## src/rtl/adder2_accum.sv

```systemverilog
// Accumulates N_SAMPLES 3-bit adder results {c,s} into an ACC_W-bit sum and
// hands the total plus a sticky overflow flag to a consumer over valid/ready.
module adder2_accum #(
  parameter int ACC_W     = 8,
  parameter int N_SAMPLES = 4
) (
  input  logic             clk,
  input  logic             rst_n,
  input  logic             clear,
  input  logic             in_valid,
  output logic             in_ready,
  input  logic [1:0]       in_s,
  input  logic             in_c,
  output logic             out_valid,
  input  logic             out_ready,
  output logic [ACC_W-1:0] out_sum,
  output logic             out_ovf
);

  localparam int                CNT_W    = $clog2(N_SAMPLES + 1);
  localparam logic [CNT_W-1:0]  CNT_LAST = CNT_W'(N_SAMPLES);

  localparam logic [0:0] ACCUM = 1'b0;
  localparam logic [0:0] HOLD  = 1'b1;

  logic [0:0]       state;
  logic [ACC_W-1:0] acc;
  logic [CNT_W-1:0] cnt;
  logic             ovf;

  logic [ACC_W:0]   add_full;
  logic [CNT_W-1:0] cnt_inc;
  logic             accept;
  logic             last;
  logic             ovf_new;

  // The sample is the 3-bit value {c,s}; the extra top bit of add_full is the carry-out.
  always_comb begin
    add_full = {1'b0, acc} + {{(ACC_W - 2){1'b0}}, in_c, in_s};
    ovf_new  = ovf | add_full[ACC_W];
    cnt_inc  = cnt + 1'b1;
    accept   = (state == ACCUM) && in_valid && in_ready;
    last     = (cnt_inc == CNT_LAST);
  end

  always_ff @(posedge clk or negedge rst_n) begin
    if (!rst_n) begin
      state     <= ACCUM;
      acc       <= '0;
      cnt       <= '0;
      ovf       <= 1'b0;
      in_ready  <= 1'b0;
      out_valid <= 1'b0;
      out_sum   <= '0;
      out_ovf   <= 1'b0;
    end else if (clear) begin
      state     <= ACCUM;
      acc       <= '0;
      cnt       <= '0;
      ovf       <= 1'b0;
      in_ready  <= 1'b1;
      out_valid <= 1'b0;
      out_sum   <= '0;
      out_ovf   <= 1'b0;
    end else begin
      case (state)
        ACCUM: begin
          in_ready <= 1'b1;
          if (accept) begin
            acc <= add_full[ACC_W-1:0];
            ovf <= ovf_new;
            cnt <= cnt_inc;
            // Closing sample: publish the batch and stop taking input until it is consumed.
            if (last) begin
              state     <= HOLD;
              out_sum   <= add_full[ACC_W-1:0];
              out_ovf   <= ovf_new;
              out_valid <= 1'b1;
              in_ready  <= 1'b0;
            end
          end
        end
        HOLD: begin
          if (out_valid && out_ready) begin
            state     <= ACCUM;
            acc       <= '0;
            cnt       <= '0;
            ovf       <= 1'b0;
            out_valid <= 1'b0;
            in_ready  <= 1'b1;
          end
        end
      endcase
    end
  end

endmodule
```

## config.mk

```make
export PLATFORM = sky130hd
export DESIGN_NAME = adder2_accum
export DESIGN_NICKNAME = d
export VERILOG_FILES = /design/src/rtl/adder2_accum.sv
export SDC_FILE = /design/constraint.sdc
export NUM_CORES = 1
export LEC_CHECK = 0
export BUFFER_PORTS_ARGS = -buffer_cell sky130_fd_sc_hd__buf_4
export CORE_ASPECT_RATIO = 0.6
export CORE_MARGIN = 4
export CORE_UTILIZATION = 52
export CTS_CLUSTER_SIZE = 8
export DETAILED_ROUTE_END_ITERATION = 12
export PLACE_DENSITY = 0.74
export SYNTH_ARGS = -nofsm -noshare
export SYNTH_HDL_FRONTEND = slang
export SYNTH_SLANG_ARGS = --single-unit
```

## constraint.sdc

```tcl
create_clock -name clk -period 2.4 [get_ports clk]
set_input_delay 0.36 -clock clk [delete_from_list [all_inputs] [get_ports clk]]
set_output_delay 0.36 -clock clk [all_outputs]
set_load 0.01 [all_outputs]
```

# Word level (Yosys, flattened, before mapping)
# Cells that the tools add are included.
# classes
add_sub_neg	2
n_mux	34
n_eq_ne	5
bitwise_logic	2
div_mod_pow	0
magnitude_cmp	0
n_shift	0
n_mul	0
n_reduce_logical	8
# ops
op	n
$mux 8	7
$mux 1	18
$pmux 8 s2	1
$add 8x3->9	1
$mux 3	3
$pmux 1 s2	4
$ne 3x3->1 const B	2
$pmux 3 s2	1
$reduce_and 3->1	2
$reduce_bool 2->1	2
$add 3x1->3 const B	1
$eq 3x3->1 const B	1
$logic_and 1x1->1	3
$ne 3x2->1 const B	1
$ne 2x2->1 const B	1
$reduce_and 2->1	1
$not 1->1	1
$or 1x1->1	1
# word_totals
register_bits	24
latch_bits	0
rom_bits	0
n_memories	0
inputBits	8
mem_bits_rw	0

# Logic depth before layout (Yosys ltp)
# Gate-level depths: netlist (run 1).
# depth
depth_word	6
depth_mapped	7

# Worst setup path after synthesis (run 1)
# No wires, ideal clock.
# synth_timing
path_type	input -> register
from	in in_s[0]
to	reg out_sum[6]
path_stages	6
setup_ns	0.094
arrival_ns	1.577
setup_slack_ns	0.729
required_time_ns	2.306
path_buffers	0
cell_sequence	ha_1 fa_1 a21o_1 nand4_1 xor2_1 a211oi_1
# synth_between
elab_chain_len	5
# synth_rtl
element	line	source
from (decl)	12	input logic [1:0] in_s,
$add 8x3->9	39	add_full = {1'b0, acc} + {{(ACC_W - 2){1'b0}}, in_c, in_s};
$mux 8	74	if (last) begin
$mux 8	69	if (accept) begin
$mux 8	66	case (state)
$mux 8	56	end else if (clear) begin
to (signal assigned)	76	out_sum <= add_full[ACC_W-1:0];
to (decl)	16	output logic [ACC_W-1:0] out_sum,
# Every way passes these cells. The select of a mux whose other input is x is not followed.
# A chain may end at the register's enable or synchronous reset.

# Worst setup path after layout (run 1)
# layout_timing
from	reg acc[0]
to	reg out_sum[6]
# layout_between
elab_chain_len	5
# layout_rtl
element	line	source
from (decl)	27	logic [ACC_W-1:0] acc;
from (signal assigned)	70	acc <= add_full[ACC_W-1:0];
$add 8x3->9	39	
$mux 8	74	
$mux 8	69	
$mux 8	66	
$mux 8	56	
# Every way passes these cells. The select of a mux whose other input is x is not followed.

==> flow_summary.toml, run 1 <==
[sta]
setup_ws_ns = 0.614
clock.fmax_mhz = 560
tns_ns = 0
timing.hold.ws_ns = 0.382
timing.final.hold_violations = 0
maxSlewHeadroom_pct = 62.0
drv_slew = 0
rsz0062_at_grt = "false"
worst_pin_slew_ns = 0.571
setup_viol = 0
period_share_pct = 74.4
skew_ns = 0.00783
finalCriticalPeriod_ns = 1.79

[worst_hold_path]
min_to = "state$_DFF_PN0_"
hp-start = "clear"
worstHoldPathCells = 2
hp-class = "input port to flop"

[logic_synthesis]
synth.avg_cell_area_um2 = 10.6
synth-edff-count = 0
synth_nets = 133
synth.largest_area_cell = "dfrtp_1"
synth-main-ff-cell = "dfrtp_1"
synth_top_area_share_pct = 47.5
netlist_area_um2 = 1260
yosysWarnings = 0
synthCells = 119
synthArstFlopShare_pct = 100
seq_area_frac_synth_pct = 47.5
synth_area_leaders = "dfrtp_1, ha_1, nor2_1"
ys_types = 44
ys_seq_elements = 24

[worst_setup_path]
start_kind = "flop"
reg2reg_slack_ns = 0.61
cp_data_arrival_time_ns = 1.97
r2r_start = "acc[0]$_DFFE_PN0P_"
crit_chain = "ha_1, fa_1, a21o_1, nand4_1, xor2_1, a211oi_1"
slowest_stage = "fa_1"
r2r_end = "out_sum[6]$_DFFE_PN0P_"
worst_ep_required_time_ns = 2.59
crit_start = "acc[0]$_DFFE_PN0P_"
path_buf_inv = 0
path_max_fanout = 5
crit_family = "adder cells"
slowest_delay_ns = 0.40
end_kind = "flop"
crit_type = "flop to flop"
r2r_cells = 6

[global_routing]
grt_usage_pct = 17.9
grt_max_degree = 25
grt-ovfl-total = 0
grt_pass1_vias = 906
grt_pass1_wl_um = 4390
antenna_found_initial = 0

[die]
die-area_um2 = 3310
die_width_um = 71.6
coreArea_um2 = 2240
die_y_um = 46.2
rows = 13
io_pins = 19
initial_core_util_pct = 56.3

[route]
drt_pass1_iterations = 4
drtAntennaViolNets = 0
routed_wirelength_um = 2610
viasPerCell = 5.77
post-route-drc-count = 0
num_vias = 963
wire_per_inst_um = 15.6
drt_iter0_markers = 36

[clock_tree]
numCtsBuffers = 3
clk_pin_slew_ns = 0.09
cts.repair.resized = 0
clkSinkCount = 24
clock_path_buffers = 2
htree_levels = 1
postCtsSetupRepairBufs = 0
clk_latency_ns = 0.27
root_buffer = "clkbuf_8"
cts_tree = "done"

[placed_design]
portBuffers = 18
gp_congestion = 0.759
place_hpwl_um = 1890
pre_cts_slack_ns = 0.531

[final_layout]
diodes = 0
drive_gt1_share_pct = 21.2
nets = 152
syn_to_final_growth_pct = 18.4

[pwr]
leakagePower_nw = 0.701
power_w = 0.000875
power_density_nw_per_um2 = 585
max-vdd-ir-drop_v = 0.000586

[outcome]
status = "complete, no violations"

[job]
drv_cap = 0
==> per-layer routing <==
layer  vias up  part of all wire (%)  track usage [%]
met4         0                   2.0             6.74
met3         8                   5.0             5.23
met1       463                    50             25.2
met5         -                     0                0
met2        23                    43             26.3
li1        469                     -                -
==> metrics by stage <==
stage               cells  utilization, %  instance area (µm²)
floorplan             119               -                 1260
global placement      162            63.0                 1420
detailed placement    162            63.0                 1420
CTS                   167            66.7                 1500
global route          167            66.7                 1500
finish                167            66.7                 1500
==> worst max path at each step <==
stage | endpoint | slack [ns] | cells after the start
3_5_place_dp | out_sum[6]$_DFFE_PN0P_ | 0.53 | 7
4_1_cts | out_sum[6]$_DFFE_PN0P_ | 0.62 | 6
3_3_place_gp | out_sum[6]$_DFFE_PN0P_ | 0.56 | 7
5_1_grt | out_sum[4]$_DFFE_PN0P_ | 0.47 | 5
2_1_floorplan | out_sum[6]$_DFFE_PN0P_ | 0.73 | 6
6_report | out_sum[6]$_DFFE_PN0P_ | 0.61 | 6
==> registers in the layout (all words and copies together), names as in the netlist <==
| register | count |
|---|---|
| out_valid | 1 |
| out_sum | 8 |
| in_ready | 1 |
| out_ovf | 1 |
| acc | 8 |
| ovf | 1 |
| cnt | 3 |
| state | 1 |
==> cell families after synthesis <==
group	synth area share (%)
muxes	3.96
adders and majority gates	6.53
DFF	47.5
and+or+nand+nor	15.2
AOI/OAI and AO/OA	19.4
xor gates and xnor gates	4.16
buffers and inverters	3.17
==> report_power, final <==
group          internal (W)  leakage (nW)  switching [W]
Combinational     0.0000393         0.338      0.0000616
Sequential         0.000413         0.327     0.00000917
Clock              0.000223        0.0357       0.000129
==> final cells by class <==
cell class	instances	area (µm²)
Timing Repair Buffer	20	153
Fill cell	174	748
Inverter	3	11.3
Clock buffer	3	41.3
Clock inverter	1	30.0
Sequential cell	24	601
Multi-Input combinational cell	86	623
Tap cell	30	37.5
==> cells in the final DEF, fill, tap and decap left out, drive strengths merged, types with 3 or more instances in the layout <==
cell / Yosys / routed
inv: 3 / 3
clkbuf: 4 / 3
nand2: 4 / 4
or3: 4 / 4
buf: 2 / 19
a211oi: 5 / 5
dfrtp: 24 / 24
xor2: 4 / 4
ha: 5 / 5
mux2i: 5 / 5
nor2: 17 / 17
a21oi: 5 / 5
o21ai: 9 / 9
==> cell usage after synthesis (2+ instances only) <==
| master | n |
|---|---|
| nand2b_1 | 2 |
| xnor2_1 | 2 |
| ha_1 | 5 |
| clkbuf_1 | 3 |
| or3_1 | 4 |
| o21ai_0 | 4 |
| nor2_1 | 16 |
| inv_1 | 2 |
| a21oi_1 | 5 |
| xor2_1 | 4 |
| a211oi_1 | 4 |
| mux2i_1 | 5 |
| a22o_1 | 2 |
| o21ai_1 | 5 |
| nand2_1 | 4 |
| dfrtp_1 | 24 |
==> repair_timing <==
| item | CTS | global route |
|---|---|---|
| setup endpoints to repair | 0 | 0 |
| endpoints found under the hold margin | 24 | 0 |
| hold buffers | 1 | 0 |
(Power assumes the default switching activity.)
==> run 2, diff against run 1 <==
Settings changed: ABC_AREA from default to 1, CORE_UTILIZATION 52 to 49, PLACE_DENSITY 0.74 to 0.73.
Clock period 2.4 ns to 1.48 ns, I/O delays scaled along.
==> flow_summary.toml, run 2 <==
[outcome]
status = "finished, violations left"
violations = "setup timing"

[die]
io_pins = 19
die_width_um = 73.0
coreArea_um2 = 2280
die_y_um = 47.0
initial_core_util_pct = 54.5
rows = 13
die-area_um2 = 3430

[route]
drt_pass1_iterations = 5
wire_per_inst_um = 15.6
viasPerCell = 5.43
num_vias = 1080
drtAntennaViolNets = 0
routed_wirelength_um = 3110
drt_iter0_markers = 93
post-route-drc-count = 0

[logic_synthesis]
synth.avg_cell_area_um2 = 8.62
synthCells = 144
seq_area_frac_synth_pct = 48.4
synth_top_area_share_pct = 48.4
synth_area_leaders = "dfrtp_1, nand2_1, nand3_1"
netlist_top_cells_count = "nand2_1, dfrtp_1, nand3_1, inv_1, o21ai_0"
yosysWarnings = 0
yosysMostFrequentCell = "nand2_1"
synth_nets = 158
synth-edff-count = 0
synth-main-ff-cell = "dfrtp_1"
synthArstFlopShare_pct = 100
ys_types = 23
synth.largest_area_cell = "dfrtp_1"
ys_seq_elements = 24
netlist_area_um2 = 1240

[pwr]
seq_power_share_pct = 46.8
power_density_nw_per_um2 = 948
p_int_w = 0.00113
power_w = 0.00150
pwr-share-comb_pct = 14.8
clockPowerShare_pct = 38.5
leakagePower_nw = 0.780
p_sw_share_pct = 24.5
max-vdd-ir-drop_v = 0.000632
switching_power_w = 0.000368

[worst_setup_path]
cp_data_arrival_time_ns = 1.66
r2r_cells = 8
cp.depth = 8
crit_family = "adder cells"
start_kind = "flop"
slowest_delay_ns = 0.41
crit_chain = "ha_4, fa_2, nand2_2, nand2_4, nand3_2, nand2_2, nand2_1, o21ai_1"
end_kind = "flop"
crit_top_cell = "nand2_2"
worst_ep_required_time_ns = 1.64
path_max_fanout = 5
slowest_stage = "dfrtp_1"
path_buf_inv = 0
crit_type = "flop to flop"

[global_routing]
antenna_found_initial = 0
grt_pass1_vias = 1028
grt_pass1_wl_um = 4940
grt_max_degree = 25
grt-ovfl-total = 0
grt_usage_pct = 19.9

[final_layout]
area.sequential_um2 = 602
syn_to_final_growth_pct = 27.3
final_cell_mix = "nand2_1, dfrtp_1, buf_4"
nets = 184
drive_gt1_share_pct = 32.5
fin_util_pct = 69.4
num-fill-cells = 174
diodes = 0
reg_top3 = "acc x8, out_sum x8, cnt x3"
layout_commonest_cell = "nand2_1"
multi_input_area_um2 = 628

[sta]
finalCriticalPeriod_ns = 1.49
skew_ns = 0.00119
setup_ws_ns = -0.0138
worst_pin_slew_ns = 0.300
timing.final.hold_violations = 0
maxSlewHeadroom_pct = 80.0
period_share_pct = 101
drv_slew = 0
setup_viol = 3
clock.fmax_mhz = 669
rsz0062_at_grt = "true"

[job]
drv_cap = 0

[clock_tree]
cts_tree = "done"
htree_levels = 1
clk_latency_ns = 0.27
clock_path_buffers = 2
numCtsBuffers = 3
root_buffer = "clkbuf_8"
clkSinkCount = 24
clk_pin_slew_ns = 0.08

[placed_design]
gp_congestion = 0.882
place_hpwl_um = 2290
portBuffers = 18
pre_cts_slack_ns = -0.144

[worst_hold_path]
hp-class = "input port to flop"
worstHoldPathCells = 4
==> run 2: cell families after synthesis <==
family	after synthesis	share of synthesized area [%]
AO/OA/AOI/OAI	16	6.85
XOR/XNOR	1	0.706
adder cells (fa/ha/maj)	6	6.65
buffers and inverters	19	6.65
flip-flops	24	48.4
AND/OR/NAND/NOR	78	30.7
==> run 2: worst min-delay path, cell delays in order <==
cell     delay, ns
buf_4         0.07
nand2_1       0.08
nand3_2       0.09
nand2_1       0.07
==> run 2: per-layer routing <==
| layer | global-route usage [%] | up-vias | share of wire [%] |
|---|---|---|---|
| li1 | - | 518 | - |
| met1 | 26.9 | 502 | 44 |
| met2 | 32.4 | 54 | 45 |
| met3 | 5.98 | 6 | 9.1 |
| met4 | 4.41 | 0 | 1.6 |
| met5 | 0 | - | 0 |
==> run 2: what timing repair did <==
item	4_1_cts	5_1_grt
pin swaps	0	3
buffers inserted	0	1
hold buffers	1	0
endpoints found under the hold margin	24	0
setup endpoints to repair	8	15
gates resized for setup	5	16
gates cloned	0	0
==> run 2: worst paths after layout <==
kind / start / endpoint / slack, ns
min in group asynchronous: rst_n / cnt[1]$_DFFE_PN0P_ / 0.37
worst max register to register: acc[0]$_DFFE_PN0P_ / ovf$_DFFE_PN0P_ / -0.01
worst min register to register: out_sum[0]$_DFFE_PN0P_ / out_sum[0]$_DFFE_PN0P_ / 0.52
max in group asynchronous: rst_n / acc[1]$_DFFE_PN0P_ / 0.86
worst min-delay path: out_ready / state$_DFF_PN0_ / 0.30
worst max-delay path: acc[0]$_DFFE_PN0P_ / ovf$_DFFE_PN0P_ / -0.01
==> run 2: final cells by class <==
cell class	instances	share of cell area, %
repair buffers	23	11.1
multi-input cells	101	39.7
flip-flops and latches	24	38.1
inverters	17	4.20
clock buffers	3	2.61
well taps	30	2.38
clock inverters	1	1.90
==> run 2: power groups by stage <==
stage | clock network, W | registers [W] | logic [W]
after CTS | 0.000575 | 0.000695 | 0.000189
after global routing | 0.000608 | 0.000705 | 0.000244
after detailed placement | 0 | 0.000708 | 0.000180
after floorplan | 0 | 0.000703 | 0.000112
after global placement | 0 | 0.000705 | 0.000171
final | 0.000577 | 0.000701 | 0.000221
==> run 2: through the flow <==
step                      cell area (µm²)  instances  hold WS [ns]  setup TNS, ns
after CTS                            1510        198         0.297        -0.0409
after floorplan                      1240        144       -0.0736              0
final                                1580        199         0.297        -0.0291
after detailed placement             1420        193         0.136         -0.769
after global routing                 1580        199         0.320         -0.494
after global placement               1420        193         0.133         -0.296
==> run 3, diff against run 2 <==
Settings changed: ABC_AREA 1 to default, CAP_MARGIN from default to 20, CORE_UTILIZATION 49 to 50, PLACE_DENSITY 0.73 to 0.74.
==> flow_summary.toml, run 3 (synthesis gave the netlist of run 1 again) <==
[worst_setup_path]
r2r_start = "acc[0]$_DFFE_PN0P_"
reg2reg_slack_ns = -0.29
critPathCapture = "out_sum[6]$_DFFE_PN0P_"
r2r_end = "out_sum[6]$_DFFE_PN0P_"
cp_data_arrival_time_ns = 1.95
path_max_fanout = 5
crit_start = "acc[0]$_DFFE_PN0P_"
worst_ep_required_time_ns = 1.66
crit_type = "flop to flop"
start_kind = "flop"
end_kind = "flop"
r2r_cells = 6

[placed_design]
dpl-instance-area_um2 = 1630
portBuffers = 18
gp_congestion = 0.812
place_hpwl_um = 2370

[pwr]
leakagePower_nw = 0.892
max-vdd-ir-drop_v = 0.000773
power_density_nw_per_um2 = 815

[final_layout]
num-fill-cells = 109
final_area_um2 = 1970
fin_util_pct = 86.5
syn_to_final_growth_pct = 55.8
nets = 182
layout_commonest_cell = "buf_4"
drive_gt1_share_pct = 53.9
reg_top3 = "acc x8, out_sum x8, cnt x3"
final_cell_mix = "buf_4, dfrtp_1, nor2_1"
diodes = 0

[route]
viasPerCell = 5.94
drtAntennaViolNets = 0
wire_per_inst_um = 20.3
drt_iter0_markers = 80
num_vias = 1170
post-route-drc-count = 0
routed_wirelength_um = 3990
drt_pass1_iterations = 4

[worst_hold_path]
hp-class = "input port to flop"

[clock_tree]
numCtsBuffers = 3
clkSinkCount = 24
root_buffer = "clkbuf_8"
cts_tree = "done"
clock_path_buffers = 2
htree_levels = 1
clk_pin_slew_ns = 0.09
clk_latency_ns = 0.27

[sta]
clock.fmax_mhz = 564
tns_ns = -2.43
rsz0062_at_grt = "true"
setup_viol = 14
maxSlewHeadroom_pct = 78.6
period_share_pct = 120
drv_slew = 0
skew_ns = 0.00190
finalCriticalPeriod_ns = 1.77
timing.final.hold_violations = 0
timing.hold.ws_ns = 0.296
worst_pin_slew_ns = 0.320
setup_ws_ns = -0.293

[die]
io_pins = 19
coreArea_um2 = 2280
die-area_um2 = 3420
rows = 13
initial_core_util_pct = 55.5
die_y_um = 46.9
die_width_um = 72.9

[job]
drv_cap = 0

[global_routing]
grt_pass1_wl_um = 6080
grt-ovfl-total = 0
grt_max_degree = 25
antenna_found_initial = 0
grt_pass1_vias = 1182
grt_usage_pct = 24.5

[outcome]
status = "finished, violations left"
violations = "setup timing"
run 3: metal layers:
layer / track usage (%) / vias to the layer above / wire [µm]
li1: - / 526 / -
met1: 31.9 / 573 / 1620
met2: 42.8 / 50 / 1970
met3: 4.49 / 21 / 247
met4: 7.72 / 0 / 154
met5: 0 / - / 0
run 3: final cells by class:
type / count / area, µm² / area share [%]
inverters: 3 / 11.3 / 0.572
well taps: 30 / 37.5 / 1.91
multi-input cells: 86 / 836 / 42.4
flip-flops and latches: 24 / 601 / 30.5
clock buffers: 3 / 41.3 / 2.10
repair buffers: 50 / 413 / 21.0
clock inverters: 1 / 30.0 / 1.52
run 3: per-stage QoR:
step / cells / setup slack (ns) / power (W)
floorplan: 119 / -0.146 / 0.000817
finish: 197 / -0.293 / 0.00161
CTS: 193 / -0.223 / 0.00158
detailed placement: 181 / -0.222 / 0.000940
global route: 197 / -0.365 / 0.00167
global placement: 181 / -0.179 / 0.000925
run 3: timing repair:
item                                    4_1_cts  5_1_grt
pin swaps                                    18       15
hold buffers                                  1        0
gates cloned                                  1        0
endpoints found under the setup margin       21       20
buffers inserted                              7        7
endpoints found under the hold margin        24        0
gates resized for setup                      18       23
run 3: how the worst min path moves through the flow:
stage | start | to | slack, ns | cells past startpoint
floorplan | rst_n | acc[0]$_DFFE_PN0P_ | -0.07 | 0
global placement | rst_n | acc[4]$_DFFE_PN0P_ | 0.13 | 1
detailed placement | rst_n | acc[4]$_DFFE_PN0P_ | 0.14 | 1
CTS | out_ready | state$_DFF_PN0_ | 0.29 | 3
global route | out_ready | state$_DFF_PN0_ | 0.30 | 3
finish | out_ready | state$_DFF_PN0_ | 0.30 | 3
run 3: where the power goes:
part,internal [W],switching [W]
Combinational,0.000169,0.000175
Sequential,0.000670,0.0000161
Clock,0.000362,0.000215
Total,0.00120,0.000405
run 3: worst max-delay path: stages, from the launching register on:
cell	delay, ns
dfrtp_1	0.42
ha_4	0.18
fa_2	0.35
a21o_4	0.25
nand4_1	0.17
xor2_1	0.09
a211oi_1	0.21
